### src/rtl/m72_video_pkg.sv
// Shared definitions for the M72 tilemap fetch path.
// Contents: fetch FSM state enum, VRAM code/attribute word bit positions,
// tile geometry, and the per-group attribute payload passed to the shadow stage.
package m72_video_pkg;

   localparam int unsigned TILE_W    = 8;
   localparam int unsigned MAP_COLS  = 64;
   localparam int unsigned COL_W     = $clog2(MAP_COLS);
   localparam int unsigned VRAM_DW   = 16;

   // Code word fields
   localparam int unsigned IDX_MSB   = 11;
   localparam int unsigned FLIPX_BIT = 14;
   localparam int unsigned FLIPY_BIT = 15;

   // Attribute word fields
   localparam int unsigned COLOR_MSB = 3;
   localparam int unsigned PRIO_BIT  = 7;

   typedef enum logic [1:0] {
      ST_IDLE     = 2'd0,
      ST_REQ_CODE = 2'd1,
      ST_REQ_ATTR = 2'd2,
      ST_DONE     = 2'd3
   } fetch_state_e;

   // Per-group attributes that switch on the shifter load pulse
   typedef struct packed {
      logic       flip_x;
      logic [3:0] color;
      logic       prio;
   } tile_attr_t;

endpackage

### src/rtl/m72_tile_fetch_if.sv
// VRAM read port used by the tile fetch sequencer.
// master: vram_addr/vram_rd out, vram_ack/vram_data in (fetcher side)
// slave : the VRAM arbiter side
interface m72_tile_fetch_if
   import m72_video_pkg::*;
#(
   parameter int unsigned AW = 13
) ();
   logic [AW-1:0]      vram_addr;
   logic               vram_rd;
   logic               vram_ack;
   logic [VRAM_DW-1:0] vram_data;

   modport master (output vram_addr, output vram_rd, input vram_ack, input vram_data);
   modport slave  (input vram_addr, input vram_rd, output vram_ack, output vram_data);
endinterface

### src/rtl/m72_tile_shadow.sv
// Shadow/promote register pair for the per-group tile attributes.
// Ports: clock/reset; capture loads nxt_attr into the shadow; promote moves
// the shadow to cur_attr and clears blank; underrun sets blank and keeps cur_attr.
module m72_tile_shadow
   import m72_video_pkg::*;
(
   input  logic       clock,
   input  logic       reset,
   input  logic       capture,
   input  tile_attr_t nxt_attr,
   input  logic       promote,
   input  logic       underrun,
   output tile_attr_t cur_attr,
   output logic       blank
);

   tile_attr_t shadow_q, shadow_d;
   tile_attr_t cur_q, cur_d;
   logic       blank_q, blank_d;

   // Capture and promote are mutually exclusive (REQ_ATTR vs DONE)
   always_comb begin
      shadow_d = shadow_q;
      cur_d    = cur_q;
      blank_d  = blank_q;
      if (capture) shadow_d = nxt_attr;
      if (promote) begin
         cur_d   = shadow_q;
         blank_d = 1'b0;
      end else if (underrun) begin
         blank_d = 1'b1;
      end
   end

   always_ff @(posedge clock or posedge reset) begin
      if (reset) begin
         shadow_q <= '0;
         cur_q    <= '0;
         blank_q  <= 1'b0;
      end else begin
         shadow_q <= shadow_d;
         cur_q    <= cur_d;
         blank_q  <= blank_d;
      end
   end

   assign cur_attr = cur_q;
   assign blank    = blank_q;

endmodule

### src/rtl/m72_tile_fetch.sv
// Per-layer tilemap fetch sequencer: reads code+attribute words for the next
// 8-pixel group, presents the tile-ROM address early and switches
// flip/colour/priority on the shifter load pulse.
// Ports: clock/reset, ce_pix, h/v counters, scroll_x/y, vram (VRAM read bus),
// tile_rom_addr, pixel_load_n (combinational load strobe), flip_x, color,
// prio, blank, underrun_cnt.
// Build option: M72_FETCH_UNDERRUN_CNT_EN enables the saturating underrun counter.
module m72_tile_fetch
   import m72_video_pkg::*;
#(
   parameter int unsigned ACTIVE_W = 384,
   parameter int unsigned VRAM_AW  = 13
) (
   input  logic                    clock,
   input  logic                    reset,
   input  logic                    ce_pix,
   input  logic [8:0]              h_count,
   input  logic [8:0]              v_count,
   input  logic [8:0]              scroll_x,
   input  logic [8:0]              scroll_y,
   m72_tile_fetch_if.master        vram,
   output logic [14:0]             tile_rom_addr,
   output logic                    pixel_load_n,
   output logic                    flip_x,
   output logic [3:0]              color,
   output logic                    prio,
   output logic                    blank,
   output logic [15:0]             underrun_cnt
);

   localparam logic [8:0] WIN_END = 9'(ACTIVE_W - TILE_W);

   fetch_state_e     state_q, state_d;
   logic             pend_q, pend_d;
   logic [COL_W-1:0] pend_col_q, pend_col_d, cur_col_q, cur_col_d;
   logic [8:0]       pend_y_q, pend_y_d, cur_y_q, cur_y_d;
   logic [IDX_MSB:0] idx_q, idx_d;
   logic             fx_q, fx_d, fy_q, fy_d;
   logic             discard_q, discard_d;
   logic [14:0]      tile_rom_addr_q, tile_rom_addr_d;

   logic             last_group, start, load, underrun, promote, leave_idle;
   logic             discard_now, req_ack, attr_ok;
   logic [COL_W-1:0] tgt_col;
   logic [8:0]       tgt_line, tgt_y;
   logic             rd_c, wsel_c;
   tile_attr_t       nxt_attr, cur_attr;
   logic             unused_ok;

   // Group timing and target tile of the group that follows
   assign last_group = (h_count[8:3] == 6'd63);
   assign start      = ce_pix && (h_count[2:0] == 3'd0) && ((h_count < WIN_END) || last_group);
   assign load       = ce_pix && (h_count[2:0] == 3'd7);
   assign tgt_col    = h_count[8:3] + 6'd1 + scroll_x[8:3];
   assign tgt_line   = last_group ? (v_count + 9'd1) : v_count;
   assign tgt_y      = tgt_line + scroll_y;

   // Underrun only counts when a fetch is owed: busy, or about to leave IDLE
   assign underrun    = load && (state_q != ST_DONE) && ((state_q != ST_IDLE) || pend_q);
   assign promote     = load && (state_q == ST_DONE);
   assign leave_idle  = (state_q == ST_IDLE) && pend_q;
   assign discard_now = discard_q || underrun;
   assign req_ack     = ((state_q == ST_REQ_CODE) || (state_q == ST_REQ_ATTR)) && vram.vram_ack;
   assign attr_ok     = (state_q == ST_REQ_ATTR) && vram.vram_ack && !discard_now;

   // FSM state register
   always_ff @(posedge clock or posedge reset) begin
      if (reset) state_q <= ST_IDLE;
      else       state_q <= state_d;
   end

   // FSM next state; a discarded request returns to IDLE on its ack
   always_comb begin
      state_d = state_q;
      case (state_q)
         ST_IDLE:     if (pend_q) state_d = ST_REQ_CODE;
         ST_REQ_CODE: if (vram.vram_ack) state_d = discard_now ? ST_IDLE : ST_REQ_ATTR;
         ST_REQ_ATTR: if (vram.vram_ack) state_d = discard_now ? ST_IDLE : ST_DONE;
         ST_DONE:     if (load) state_d = ST_IDLE;
         default:     state_d = ST_IDLE;
      endcase
   end

   // FSM outputs: read strobe and word select
   always_comb begin
      rd_c   = 1'b0;
      wsel_c = 1'b0;
      case (state_q)
         ST_REQ_CODE: rd_c = 1'b1;
         ST_REQ_ATTR: begin
            rd_c   = 1'b1;
            wsel_c = 1'b1;
         end
         default: ;
      endcase
   end

   // Datapath: pending target, in-flight target, code latch, ROM address
   always_comb begin
      pend_d          = start || (pend_q && !leave_idle);
      pend_col_d      = start ? tgt_col : pend_col_q;
      pend_y_d        = start ? tgt_y : pend_y_q;
      cur_col_d       = leave_idle ? pend_col_q : cur_col_q;
      cur_y_d         = leave_idle ? pend_y_q : cur_y_q;
      idx_d           = idx_q;
      fx_d            = fx_q;
      fy_d            = fy_q;
      tile_rom_addr_d = tile_rom_addr_q;
      discard_d       = req_ack ? 1'b0 : discard_now;
      if ((state_q == ST_REQ_CODE) && vram.vram_ack && !discard_now) begin
         idx_d = vram.vram_data[IDX_MSB:0];
         fx_d  = vram.vram_data[FLIPX_BIT];
         fy_d  = vram.vram_data[FLIPY_BIT];
      end
      if (attr_ok)
         tile_rom_addr_d = {idx_q, fy_q ? ~cur_y_q[2:0] : cur_y_q[2:0]};
   end

   always_ff @(posedge clock or posedge reset) begin
      if (reset) begin
         pend_q          <= 1'b0;
         pend_col_q      <= '0;
         pend_y_q        <= '0;
         cur_col_q       <= '0;
         cur_y_q         <= '0;
         idx_q           <= '0;
         fx_q            <= 1'b0;
         fy_q            <= 1'b0;
         discard_q       <= 1'b0;
         tile_rom_addr_q <= '0;
      end else begin
         pend_q          <= pend_d;
         pend_col_q      <= pend_col_d;
         pend_y_q        <= pend_y_d;
         cur_col_q       <= cur_col_d;
         cur_y_q         <= cur_y_d;
         idx_q           <= idx_d;
         fx_q            <= fx_d;
         fy_q            <= fy_d;
         discard_q       <= discard_d;
         tile_rom_addr_q <= tile_rom_addr_d;
      end
   end

   assign nxt_attr = '{flip_x: fx_q,
                       color:  vram.vram_data[COLOR_MSB:0],
                       prio:   vram.vram_data[PRIO_BIT]};

   m72_tile_shadow u_shadow (
      .clock    (clock),
      .reset    (reset),
      .capture  (attr_ok),
      .nxt_attr (nxt_attr),
      .promote  (promote),
      .underrun (underrun),
      .cur_attr (cur_attr),
      .blank    (blank)
   );

`ifdef M72_FETCH_UNDERRUN_CNT_EN
   logic [15:0] urun_cnt_q, urun_cnt_d;

   // Saturating underrun counter
   always_comb begin
      urun_cnt_d = urun_cnt_q;
      if (underrun && (urun_cnt_q != 16'hFFFF)) urun_cnt_d = urun_cnt_q + 16'd1;
   end

   always_ff @(posedge clock or posedge reset) begin
      if (reset) urun_cnt_q <= '0;
      else       urun_cnt_q <= urun_cnt_d;
   end

   assign underrun_cnt = urun_cnt_q;
`else
   assign underrun_cnt = 16'h0000;
`endif

   assign vram.vram_addr = VRAM_AW'({cur_y_q[8:3], cur_col_q, wsel_c});
   assign vram.vram_rd   = rd_c;
   assign tile_rom_addr  = tile_rom_addr_q;
   assign pixel_load_n   = !load;
   assign flip_x         = cur_attr.flip_x;
   assign color          = cur_attr.color;
   assign prio           = cur_attr.prio;

   // Fine scroll and reserved code bits are consumed elsewhere
   assign unused_ok = &{1'b0, scroll_x[2:0], vram.vram_data[13:12]};

endmodule

### src/flat_wrapper.sv
// flat-port wrapper written by rule: the top's interface ports become plain ports
module m72_tile_fetch_flat import m72_video_pkg::*;
#(
   parameter int unsigned ACTIVE_W = 384,
   parameter int unsigned VRAM_AW  = 13
)
  (clock, reset, ce_pix, h_count, v_count, scroll_x, scroll_y, tile_rom_addr, pixel_load_n, flip_x, color, prio, blank, underrun_cnt, vram_vram_addr, vram_vram_rd, vram_vram_ack, vram_vram_data);
  m72_tile_fetch_if #(.AW(13)) vram_i ();
  input  logic clock;
  input  logic reset;
  input  logic ce_pix;
  input  logic [8:0] h_count;
  input  logic [8:0] v_count;
  input  logic [8:0] scroll_x;
  input  logic [8:0] scroll_y;
  output logic [14:0] tile_rom_addr;
  output logic pixel_load_n;
  output logic flip_x;
  output logic [3:0] color;
  output logic prio;
  output logic blank;
  output logic [15:0] underrun_cnt;
  output wire logic [$bits(vram_i.vram_addr)-1:0] vram_vram_addr;
  output wire logic [$bits(vram_i.vram_rd)-1:0] vram_vram_rd;
  input wire logic [$bits(vram_i.vram_ack)-1:0] vram_vram_ack;
  input wire logic [$bits(vram_i.vram_data)-1:0] vram_vram_data;
  assign vram_vram_addr = vram_i.vram_addr;
  assign vram_vram_rd = vram_i.vram_rd;
  assign vram_i.vram_ack = vram_vram_ack;
  assign vram_i.vram_data = vram_vram_data;
  m72_tile_fetch #(.ACTIVE_W(ACTIVE_W), .VRAM_AW(VRAM_AW)) u_core (.clock(clock), .reset(reset), .ce_pix(ce_pix), .h_count(h_count), .v_count(v_count), .scroll_x(scroll_x), .scroll_y(scroll_y), .vram(vram_i), .tile_rom_addr(tile_rom_addr), .pixel_load_n(pixel_load_n), .flip_x(flip_x), .color(color), .prio(prio), .blank(blank), .underrun_cnt(underrun_cnt));
endmodule
### config.mk
export PLATFORM = sky130hd
export DESIGN_NAME = m72_tile_fetch_flat
export DESIGN_NICKNAME = d
export VERILOG_FILES = /design/src/rtl/m72_video_pkg.sv /design/src/rtl/m72_tile_fetch_if.sv /design/src/rtl/m72_tile_shadow.sv /design/src/rtl/m72_tile_fetch.sv /design/src/flat_wrapper.sv
export SDC_FILE = /design/constraint.sdc
export NUM_CORES = 1
export LEC_CHECK = 0
export BUFFER_PORTS_ARGS = -buffer_cell sky130_fd_sc_hd__clkbuf_2
export CAP_MARGIN = 5
export CORE_MARGIN = 8
export CORE_UTILIZATION = 52
export CTS_CLUSTER_DIAMETER = 60
export DETAILED_ROUTE_END_ITERATION = 12
export PLACE_DENSITY = 0.86
export REMOVE_ABC_BUFFERS = 1
export SLEW_MARGIN = 20
export SYNTH_ARGS = -nofsm -noshare
export SYNTH_HDL_FRONTEND = slang
export SYNTH_SLANG_ARGS = --single-unit
### constraint.sdc
create_clock -name clock -period 3 [get_ports clock]
set_input_delay 0.6 -clock clock [delete_from_list [all_inputs] [get_ports clock]]
set_output_delay 0.6 -clock clock [all_outputs]
set_load 0.02 [all_outputs]
==> impl_metrics.json, run 1 <==
{
  "ir_drop_mv": 0.349,
  "synthCells": 328,
  "period_needed_ns": 2.68,
  "synth-edff-count": 0,
  "start_util_pct": 53.5,
  "endpoint_kind": "flop",
  "hold_viol": 0,
  "insertion_delay_ns": 0.34,
  "fin_area_sq_um": 4550,
  "max_stage_delay_ns": 0.40,
  "place_hpwl_um": 5870,
  "h-tree-depth": 3,
  "slowest_stage": "fa_1",
  "reg2reg_from": "u_core.state_q[0]$_DFFE_PP0P_",
  "dr.pass1.iters": 4,
  "cts_setup_buffers": 0,
  "crit_type": "in2reg",
  "drtIter0Drc": 43,
  "critPathLaunchType": "input pin",
  "cp.required_ns": 3.27,
  "p_leak_nw": 2.30,
  "async_flop_share_pct": 100,
  "antenna_found_initial": 0,
  "cts_root_buf": "clkbuf_8",
  "grt_util_all_layers_pct": 15.3,
  "synth-seq-cells": 76,
  "reg2reg_to": "u_core.idx_q[8]$_DFFE_PP0P_",
  "synth_flop_cell": "dfrtp_1",
  "cts_buffers": 9,
  "syn_area_sq_um": 3860,
  "power_density_nw_per_um2": 887,
  "critical_path.endpoint": "u_core.pend_y_q[6]$_DFFE_PP0P_",
  "ys_warn_count": 0,
  "status": "finished clean",
  "antenna_cells": 0,
  "grt_pass1_vias": 2875,
  "drt-total-wl_um": 7380,
  "die-area_sq_um": 10400,
  "setup-violations-final": 0,
  "finalNetCount": 494,
  "grt.overflow.total": 0,
  "syn_area_per_cell_sq_um": 11.8,
  "grt_pass1_wl_um": 12700,
  "core_sq_um": 7210,
  "yosysTopAreaCell": "dfrtp_1",
  "clk_pin_slew_ns": 0.07,
  "slew_headroom_pct": 44.7,
  "area_growth_pct": 17.9,
  "ys_top_cells_by_area": "dfrtp_1 49%, mux2_2 17%, ha_1 6.5%",
  "cts_num_sinks": 76,
  "tns_ns": 0,
  "yosys.area.top_type_share_pct": 49.3,
  "drv_slew": 0,
  "rrSetupSlack_ns": 0.66,
  "die_h_um": 102,
  "layout-drive-gt1-share_pct": 40.1,
  "worst_slew_pin_slew_ns": 0.829,
  "rsz0062_at_grt": "no",
  "clock_path_buffers": 2,
  "cts-resized-gates": 0,
  "vias_per_cell": 5.00,
  "nFillCells": 585,
  "vias": 2600,
  "clock-skew-final_ns": 0.00608,
  "portBuffers": 87,
  "cp.arrival_ns": 2.95,
  "cts_tree": "built",
  "post-route-period-util_pct": 89.2,
  "io_pins": 109,
  "synth.lib_cells_used.distinct": 38,
  "die_w_um": 102,
  "final_antenna_net_count": 0,
  "path_cells": "clkbuf_2 > nand4_1 > nor2_1 > xor2_1 > ha_1 > inv_1 > fa_1 > nand2b_1 > a31oi_1 > o21ai_0 > a211o_1 > nand3_1",
  "drv_cap": 0,
  "dpl-instance-area_sq_um": 4310,
  "hold_path.class": "in2async",
  "cts_hold_buffers": 0,
  "drc": 0,
  "grt_max_degree": 43,
  "wl_per_cell_um": 14.2,
  "place_congestion": 0.827,
  "fmax_mhz": 374,
  "yosysSeqAreaShare_pct": 49.3,
  "path_max_fanout": 3,
  "rr_worst_depth": 6,
  "cp-startpoint": "h_count[5]",
  "num_rows": 31
}
==> where the power goes <==
part | switching [mW] | internal, mW | leakage (nW)
Clock | 0.343 | 0.534 | 0.122
Sequential | 0.233 | 1.47 | 0.945
Combinational | 0.790 | 0.662 | 1.23
Total | 1.37 | 2.67 | 2.30
==> registers in the layout, summed over array words and instances, names as in the netlist <==
register	cells
u_core.fy_q	1
u_core.u_shadow.shadow_q	6
u_core.pend_q	1
u_core.cur_col_q	6
u_core.tile_rom_addr	15
u_core.idx_q	12
u_core.fx_q	1
u_core.state_q	2
u_core.u_shadow.blank	1
u_core.cur_y_q	9
u_core.pend_col_q	6
u_core.pend_y_q	9
u_core.discard_q	1
u_core.u_shadow.cur_attr	6
==> worst max-delay path, delay by kind of cell <==
family / cells / cell delay (ns)
buffers and inverters: 2 / 0.16
xor gates and xnor gates: 1 / 0.18
adders and majority gates: 2 / 0.62
and+or+nand+nor: 4 / 0.65
AOI/OAI and AO/OA: 3 / 0.74
==> area by class of cell <==
class,instances,area (sq um),area share (%)
clock buffer,12,165,3.63
clock inverter,4,70.1,1.54
inverter,15,56.3,1.24
multi-input combinational,221,1740,38.2
sequential,76,1900,41.8
tap,99,124,2.72
timing repair buffer,93,493,10.8
==> layer usage <==
| layer | vias to the layer above | wire length, um | track usage, % |
|---|---|---|---|
| met5 | - | 0 | 0 |
| met4 | 0 | 107 | 6.77 |
| met3 | 9 | 516 | 4.09 |
| met2 | 90 | 3410 | 24.3 |
| met1 | 1219 | 3350 | 19.1 |
| li1 | 1282 | - | - |
==> Yosys cell counts, types with 2 or more instances <==
cell type   n
a211o_1     2
a211oi_1    4
a21o_1      2
a21oi_1     8
a31oi_1     2
and4_1      2
buf_2       3
buf_4      24
clkbuf_1    3
dfrtp_1    76
fa_1        2
ha_1       20
inv_1      15
mux2_2     57
nand2_1    28
nand2b_1    4
nand3_1     6
nand4_1     7
nor2_1      8
o21ai_0    17
o21ai_1     2
o31ai_1     2
xnor2_1     7
xor2_1     13
==> worst min path at each step <==
stage | startpoint | endpoint
after floorplan | u_core.pend_y_q[0]$_DFFE_PP0P_ | u_core.pend_y_q[0]$_DFFE_PP0P_
after global placement | u_core.pend_y_q[0]$_DFFE_PP0P_ | u_core.pend_y_q[0]$_DFFE_PP0P_
after detailed placement | u_core.pend_col_q[1]$_DFFE_PP0P_ | u_core.pend_col_q[1]$_DFFE_PP0P_
after CTS | reset | u_core.idx_q[10]$_DFFE_PP0P_
after global routing | reset | u_core.idx_q[10]$_DFFE_PP0P_
final | reset | u_core.tile_rom_addr[2]$_DFFE_PP0P_
==> cells in the final DEF (no fill, tap or decap), types with 2 or more instances in the layout <==
cell	n
o21ai_1	2
mux2_2	57
conb_1	16
bufinv_16	2
a211oi_1	4
fa_1	2
a211o_1	2
nand4_1	7
dfrtp_1	76
clkbuf_8	12
nand2_1	28
clkbuf_2	87
nor2_1	8
inv_1	14
xnor2_1	7
clkinv_2	2
ha_1	20
a21oi_1	8
nand2b_1	4
buf_4	5
o31ai_1	2
a31oi_1	2
o21ai_0	17
xor2_1	13
nand3_1	6
a21o_1	2
and4_1	2
==> stage by stage <==
stage	instances	util [%]	hold slack, ns	setup slack (ns)	power [mW]
after global routing	520	63.0	0.290	0.157	4.31
after global placement	504	59.8	0.457	0.0725	3.13
final	520	63.0	0.269	0.324	4.03
after detailed placement	504	59.8	0.459	-0.0336	3.20
after CTS	520	63.0	0.266	0.341	4.10
after floorplan	312	-	0.442	0.232	2.71
==> cells by family after synthesis <==
family | share of synthesized area [%]
flops | 49.3
simple gates | 7.56
buf+inv | 7.11
other cells | 0.0972
xor+xnor | 4.54
mux | 16.9
fa+ha+maj | 7.53
compound gates | 6.94
No activity file was read; power rests on OpenSTA's default activity.
==> run 2: changes to the inputs <==
--- a/config.mk
+++ b/config.mk
@@ -5,13 +5,14 @@
 export SDC_FILE = /design/constraint.sdc
 export NUM_CORES = 1
 export LEC_CHECK = 0
-export BUFFER_PORTS_ARGS = -buffer_cell sky130_fd_sc_hd__clkbuf_2
 export CAP_MARGIN = 5
 export CORE_MARGIN = 8
-export CORE_UTILIZATION = 52
+export CORE_UTILIZATION = 63
 export CTS_CLUSTER_DIAMETER = 60
 export DETAILED_ROUTE_END_ITERATION = 12
-export PLACE_DENSITY = 0.86
+export DONT_BUFFER_PORTS = 1
+export HOLD_SLACK_MARGIN = 0.03
+export PLACE_DENSITY = 0.85
 export REMOVE_ABC_BUFFERS = 1
 export SLEW_MARGIN = 20
 export SYNTH_ARGS = -nofsm -noshare
==> run 2 against run 1 <==
Critical path depth shrank 1. Register-to-register slack gained 0.34 ns. Via count shrank 10%. Worst hold slack lost 0.035 ns. Clock skew grew 0.0015 ns. Worst setup slack gained 0.088 ns.
==> impl_metrics.json, run 2 (synthesis results as in run 1) <==
{
  "grt.overflow.total": 0,
  "h-tree-depth": 3,
  "nFillCells": 451,
  "drv_slew": 0,
  "grt_pass1_vias": 2527,
  "drtIter0Drc": 57,
  "core_sq_um": 5920,
  "tns_ns": 0,
  "setup_ws_ns": 0.412,
  "vias": 2340,
  "fin_area_sq_um": 4060,
  "grt.met1_usage_pct": 19.7,
  "slowest_stage": "fa_1",
  "cts_num_sinks": 76,
  "drc": 0,
  "reg2reg_to": "u_core.tile_rom_addr[3]$_DFFE_PP0P_",
  "io_pins": 109,
  "seqCellArea_sq_um": 1900,
  "cts_tree": "built",
  "grtUsageMet2_pct": 29.7,
  "mostFrequentLayoutCells": "76 x dfrtp_1, 57 x mux2_2, 28 x nand2_1",
  "cts_hold_buffers": 0,
  "antenna_cells": 0,
  "crit_type": "in2reg",
  "rsz0062_at_grt": "no",
  "rrSetupSlack_ns": 1.00,
  "vias_per_cell": 5.74,
  "path_cells": "nand4_1 > nor2_1 > xor2_1 > ha_1 > inv_1 > fa_1 > nand2b_1 > a31oi_1 > o21ai_0 > a211o_1 > nand3_1",
  "mostFrequentLayoutCell": "dfrtp_1",
  "period_needed_ns": 2.59,
  "dpl-instance-area_sq_um": 3840,
  "wl_per_cell_um": 18.2,
  "setup-violations-final": 0,
  "fmax_mhz": 386,
  "drt-total-wl_um": 7430,
  "largest_register_ff_count": 15,
  "cp-startpoint": "h_count[6]",
  "cts_root_buf": "clkbuf_8",
  "start_util_pct": 65.1,
  "grt.busiest_layer": "met2",
  "grt_pass1_wl_um": 12300,
  "clock-skew-final_ns": 0.00753,
  "slew_headroom_pct": 56.9,
  "die-area_sq_um": 8880,
  "ir_drop_mv": 0.425,
  "clock_path_buffers": 2,
  "finalNetCount": 406,
  "post-place-ws_ns": 0.0759,
  "reg2reg_from": "u_core.state_q[1]$_DFFE_PP0P_",
  "place_hpwl_um": 5860,
  "cts_setup_buffers": 0,
  "worst_hold_slack_ns": 0.234,
  "portBuffers": 0,
  "final_antenna_net_count": 0,
  "multi_input_area_sq_um": 1740,
  "place_congestion": 0.797,
  "cts_buffers": 9,
  "dr.pass1.iters": 4,
  "status": "finished clean",
  "cts-resized-gates": 0,
  "area_growth_pct": 5.35,
  "p_leak_nw": 1.92,
  "num_rows": 28,
  "insertion_delay_ns": 0.33,
  "grt_use_met3_pct": 6.47,
  "die_h_um": 94.2,
  "power_density_nw_per_um2": 937,
  "antenna_found_initial": 0,
  "grt_util_all_layers_pct": 17.8,
  "critPathLaunchType": "input pin",
  "clk_pin_slew_ns": 0.07,
  "hold_viol": 0,
  "die_w_um": 94.2,
  "worst_slew_pin_slew_ns": 0.645,
  "critical_path.endpoint": "u_core.pend_y_q[6]$_DFFE_PP0P_",
  "cp.required_ns": 3.27,
  "drv_cap": 0,
  "post-route-period-util_pct": 86.3,
  "endpoint_kind": "flop",
  "layout-drive-gt1-share_pct": 24.3,
  "cp.arrival_ns": 2.85,
  "max_stage_delay_ns": 0.39,
  "grt_max_degree": 47,
  "hold_path.class": "in2async",
  "path_max_fanout": 3,
  "rr_worst_depth": 7
}
run 2: worst min path at each step:
| stage | start | endpoint | slack (ns) | cells after the start |
|---|---|---|---|---|
| detailed placement | u_core.pend_y_q[6]$_DFFE_PP0P_ | u_core.pend_y_q[6]$_DFFE_PP0P_ | 0.47 | 2 |
| CTS | reset | u_core.cur_col_q[0]$_DFFE_PP0P_ | 0.24 | 1 |
| floorplan | u_core.pend_y_q[0]$_DFFE_PP0P_ | u_core.pend_y_q[0]$_DFFE_PP0P_ | 0.44 | 2 |
| finish | reset | u_core.cur_col_q[0]$_DFFE_PP0P_ | 0.23 | 1 |
| global placement | u_core.pend_col_q[1]$_DFFE_PP0P_ | u_core.pend_col_q[1]$_DFFE_PP0P_ | 0.46 | 2 |
| global route | reset | u_core.cur_col_q[0]$_DFFE_PP0P_ | 0.27 | 1 |
run 2: critical path: cells and delay by family:
family,cells,cell delay (ns)
AO/OA/AOI/OAI,3,0.80
XOR/XNOR,1,0.17
adder cells (fa/ha/maj),2,0.61
buffers and inverters,1,0.06
AND/OR/NAND/NOR,4,0.63
run 2: per-layer routing:
layer,part of all wire (%),vias to the layer above
met2,49,90
met4,1.7,0
met1,39,1133
li1,-,1106
met3,10,11
met5,0,-
run 2: cell type report:
class	count	share of cell area [%]
Clock buffer	10	3.39
Sequential cell	76	46.8
Clock inverter	6	2.13
Tap cell	75	2.31
Timing Repair Buffer	5	1.23
Inverter	15	1.39
Multi-Input combinational cell	221	42.7
run 2: per-stage QoR:
step                      power, mW  util [%]  instances
final                          3.81      68.6        408
after global routing           4.03      68.6        408
after CTS                      3.85      68.6        408
after detailed placement       2.99      64.8        392
after global placement         2.88      64.8        392
after floorplan                2.71         -        312
run 2: where the power goes:
part           switching [mW]  leakage, nW  internal [mW]  total [mW]
Sequential              0.574        0.945           1.47        2.05
Combinational           0.414        0.861          0.498       0.912
Clock                   0.356        0.113          0.491       0.847
==> run 3: changes to the inputs <==
--- a/config.mk
+++ b/config.mk
@@ -6,13 +6,13 @@
 export NUM_CORES = 1
 export LEC_CHECK = 0
 export CAP_MARGIN = 5
-export CORE_MARGIN = 8
-export CORE_UTILIZATION = 63
+export CORE_MARGIN = 3
+export CORE_UTILIZATION = 57
 export CTS_CLUSTER_DIAMETER = 60
 export DETAILED_ROUTE_END_ITERATION = 12
 export DONT_BUFFER_PORTS = 1
 export HOLD_SLACK_MARGIN = 0.03
-export PLACE_DENSITY = 0.85
+export PLACE_DENSITY = 0.81
 export REMOVE_ABC_BUFFERS = 1
 export SLEW_MARGIN = 20
 export SYNTH_ARGS = -nofsm -noshare
==> constraint.sdc (replaced) <==
create_clock -name clock -period 2.3 [get_ports clock]
set_input_delay 0.46 -clock clock [delete_from_list [all_inputs] [get_ports clock]]
set_output_delay 0.46 -clock clock [all_outputs]
set_load 0.05 [all_outputs]
==> run 3 against run 2 <==
Combinational power increased by 43%. Critical endpoint is now u_core.pend_y_q[5]$_DFFE_PP0P_. Core utilization decreased by 3.6 points. Power increased by 43%. Critical path type unchanged.
==> impl_metrics.json, run 3 (synthesis results as in run 1) <==
{
  "rsz0062_at_grt": "yes",
  "post-route-period-util_pct": 95.3,
  "layout-drive-gt1-share_pct": 29.6,
  "p_sw_mw": 2.42,
  "post-place-ws_ns": -0.451,
  "die_h_um": 88.3,
  "clock_path_buffers": 2,
  "die-area_sq_um": 7790,
  "mostFrequentLayoutCell": "dfrtp_1",
  "antenna_cells": 0,
  "place_hpwl_um": 5180,
  "crit_type": "in2reg",
  "cts_num_sinks": 76,
  "cts_hold_buffers": 0,
  "p_leak_nw": 2.01,
  "antenna_found_initial": 0,
  "drv_cap": 0,
  "finalNetCount": 429,
  "cp.arrival_ns": 2.41,
  "cts_root_buf": "clkbuf_8",
  "period_needed_ns": 2.19,
  "path_max_fanout": 3,
  "drtIter0Drc": 29,
  "grt_util_all_layers_pct": 18.4,
  "hold_viol": 0,
  "final_antenna_net_count": 0,
  "h-tree-depth": 3,
  "drt-total-wl_um": 6750,
  "grt_pass1_wl_um": 11000,
  "hold_path.class": "in2async",
  "die_w_um": 88.3,
  "rr_worst_depth": 7,
  "cts_buffers": 9,
  "pwr-share-seq_pct": 60.1,
  "clkPwrFrac_pct": 16.0,
  "tns_ns": 0,
  "drv_slew": 0,
  "grt_max_degree": 34,
  "clk_pin_slew_ns": 0.07,
  "mostFrequentLayoutCells": "76 x dfrtp_1, 57 x mux2_2, 28 x nand2_1, 28 x buf_4, 20 x ha_1",
  "slew_headroom_pct": 60.3,
  "status": "finished clean",
  "vias_per_cell": 5.39,
  "portBuffers": 0,
  "grt_pass1_vias": 2381,
  "cts_tree": "built",
  "start_util_pct": 59.7,
  "fmax_mhz": 456,
  "setup-violations-final": 0,
  "grt.overflow.total": 0,
  "ir_drop_mv": 0.422,
  "area_growth_pct": 8.83,
  "comb_power_share_pct": 23.9,
  "cp.required_ns": 2.52,
  "io_pins": 109,
  "insertion_delay_ns": 0.34,
  "drc": 0,
  "vias": 2330,
  "dpl.cell_count": 415,
  "wl_per_cell_um": 15.6,
  "swShare_pct": 44.4,
  "num_rows": 29,
  "setup_ws_ns": 0.108,
  "dr.pass1.iters": 4,
  "critPathLaunchType": "input pin",
  "endpoint_kind": "flop",
  "finalNonFillerCells": 432,
  "power_density_nw_per_um2": 1300,
  "core_sq_um": 6460,
  "clock-skew-final_ns": 0.0100,
  "worst_slew_pin_slew_ns": 0.595,
  "place_congestion": 0.862,
  "power.internal_mw": 3.03,
  "largest_register_ff_count": 15
}
## run 3: layout make-up
cell class / instances / area [sq um]
Timing Repair Buffer: 28 / 210
Clock buffer: 13 / 159
Fill cell: 514 / 2260
Inverter: 15 / 56.3
Tap cell: 77 / 96.3
Multi-Input combinational cell: 221 / 1760
Clock inverter: 2 / 10.0
Sequential cell: 76 / 1900
## run 3: final timing paths
check | startpoint | end | slack, ns
max in group asynchronous | reset | u_core.cur_y_q[6]$_DFFE_PP0P_ | 1.39
setup / recovery | h_count[4] | u_core.pend_y_q[5]$_DFFE_PP0P_ | 0.11
setup reg to reg | u_core.state_q[1]$_DFFE_PP0P_ | u_core.tile_rom_addr[1]$_DFFE_PP0P_ | 0.24
min in group clock | vram_vram_ack | u_core.discard_q$_DFF_PP0_ | 0.21
hold reg to reg | u_core.pend_y_q[0]$_DFFE_PP0P_ | u_core.pend_y_q[0]$_DFFE_PP0P_ | 0.48
hold / removal | reset | u_core.tile_rom_addr[2]$_DFFE_PP0P_ | 0.07
## run 3: repair_timing
item | CTS | global route
setup buffers | 1 | 1
gates cloned | 0 | 0
pin swaps | 1 | 5
endpoints found under the setup margin | 1 | 4
gates resized for setup | 1 | 6
## run 3: worst max-delay path: stages
cell and delay, ns:
nand4_1 0.17, nor2_4 0.19, buf_4 0.13, mux2_2 0.34, ha_1 0.31, a211oi_2 0.25
o21ai_0 0.13, a21oi_1 0.18, xor2_1 0.17, o21ai_0 0.09
## run 3: power by group through the flow
| stage | sequential (mW) | clock [mW] | combinational (mW) |
|---|---|---|---|
| 6_report | 3.28 | 0.872 | 1.30 |
| 5_1_grt | 3.37 | 0.976 | 1.44 |
| 4_1_cts | 3.29 | 0.901 | 1.31 |
| 3_5_place_dp | 3.32 | 0 | 1.31 |
| 3_3_place_gp | 3.28 | 0 | 1.24 |
| 2_1_floorplan | 3.19 | 0 | 1.08 |
## run 3: through the flow
step | area (sq um) | power [mW] | util [%] | hold slack [ns]
final | 4200 | 5.45 | 65.0 | 0.0654
after global routing | 4200 | 5.78 | 65.0 | 0.106
after CTS | 4170 | 5.50 | 64.5 | 0.0777
after detailed placement | 3990 | 4.63 | 61.7 | 0.454
after global placement | 3990 | 4.52 | 61.7 | 0.447
after floorplan | 3690 | 4.27 | - | 0.442
## run 3: metal layers
layer / up-vias / share of wire, % / track usage, %
met1: 1089 / 41 / 21.5
met2: 80 / 48 / 29.9
met4: 0 / 1.8 / 7.01
met5: - / 0 / 0
li1: 1149 / - / -
met3: 12 / 9.6 / 8.01
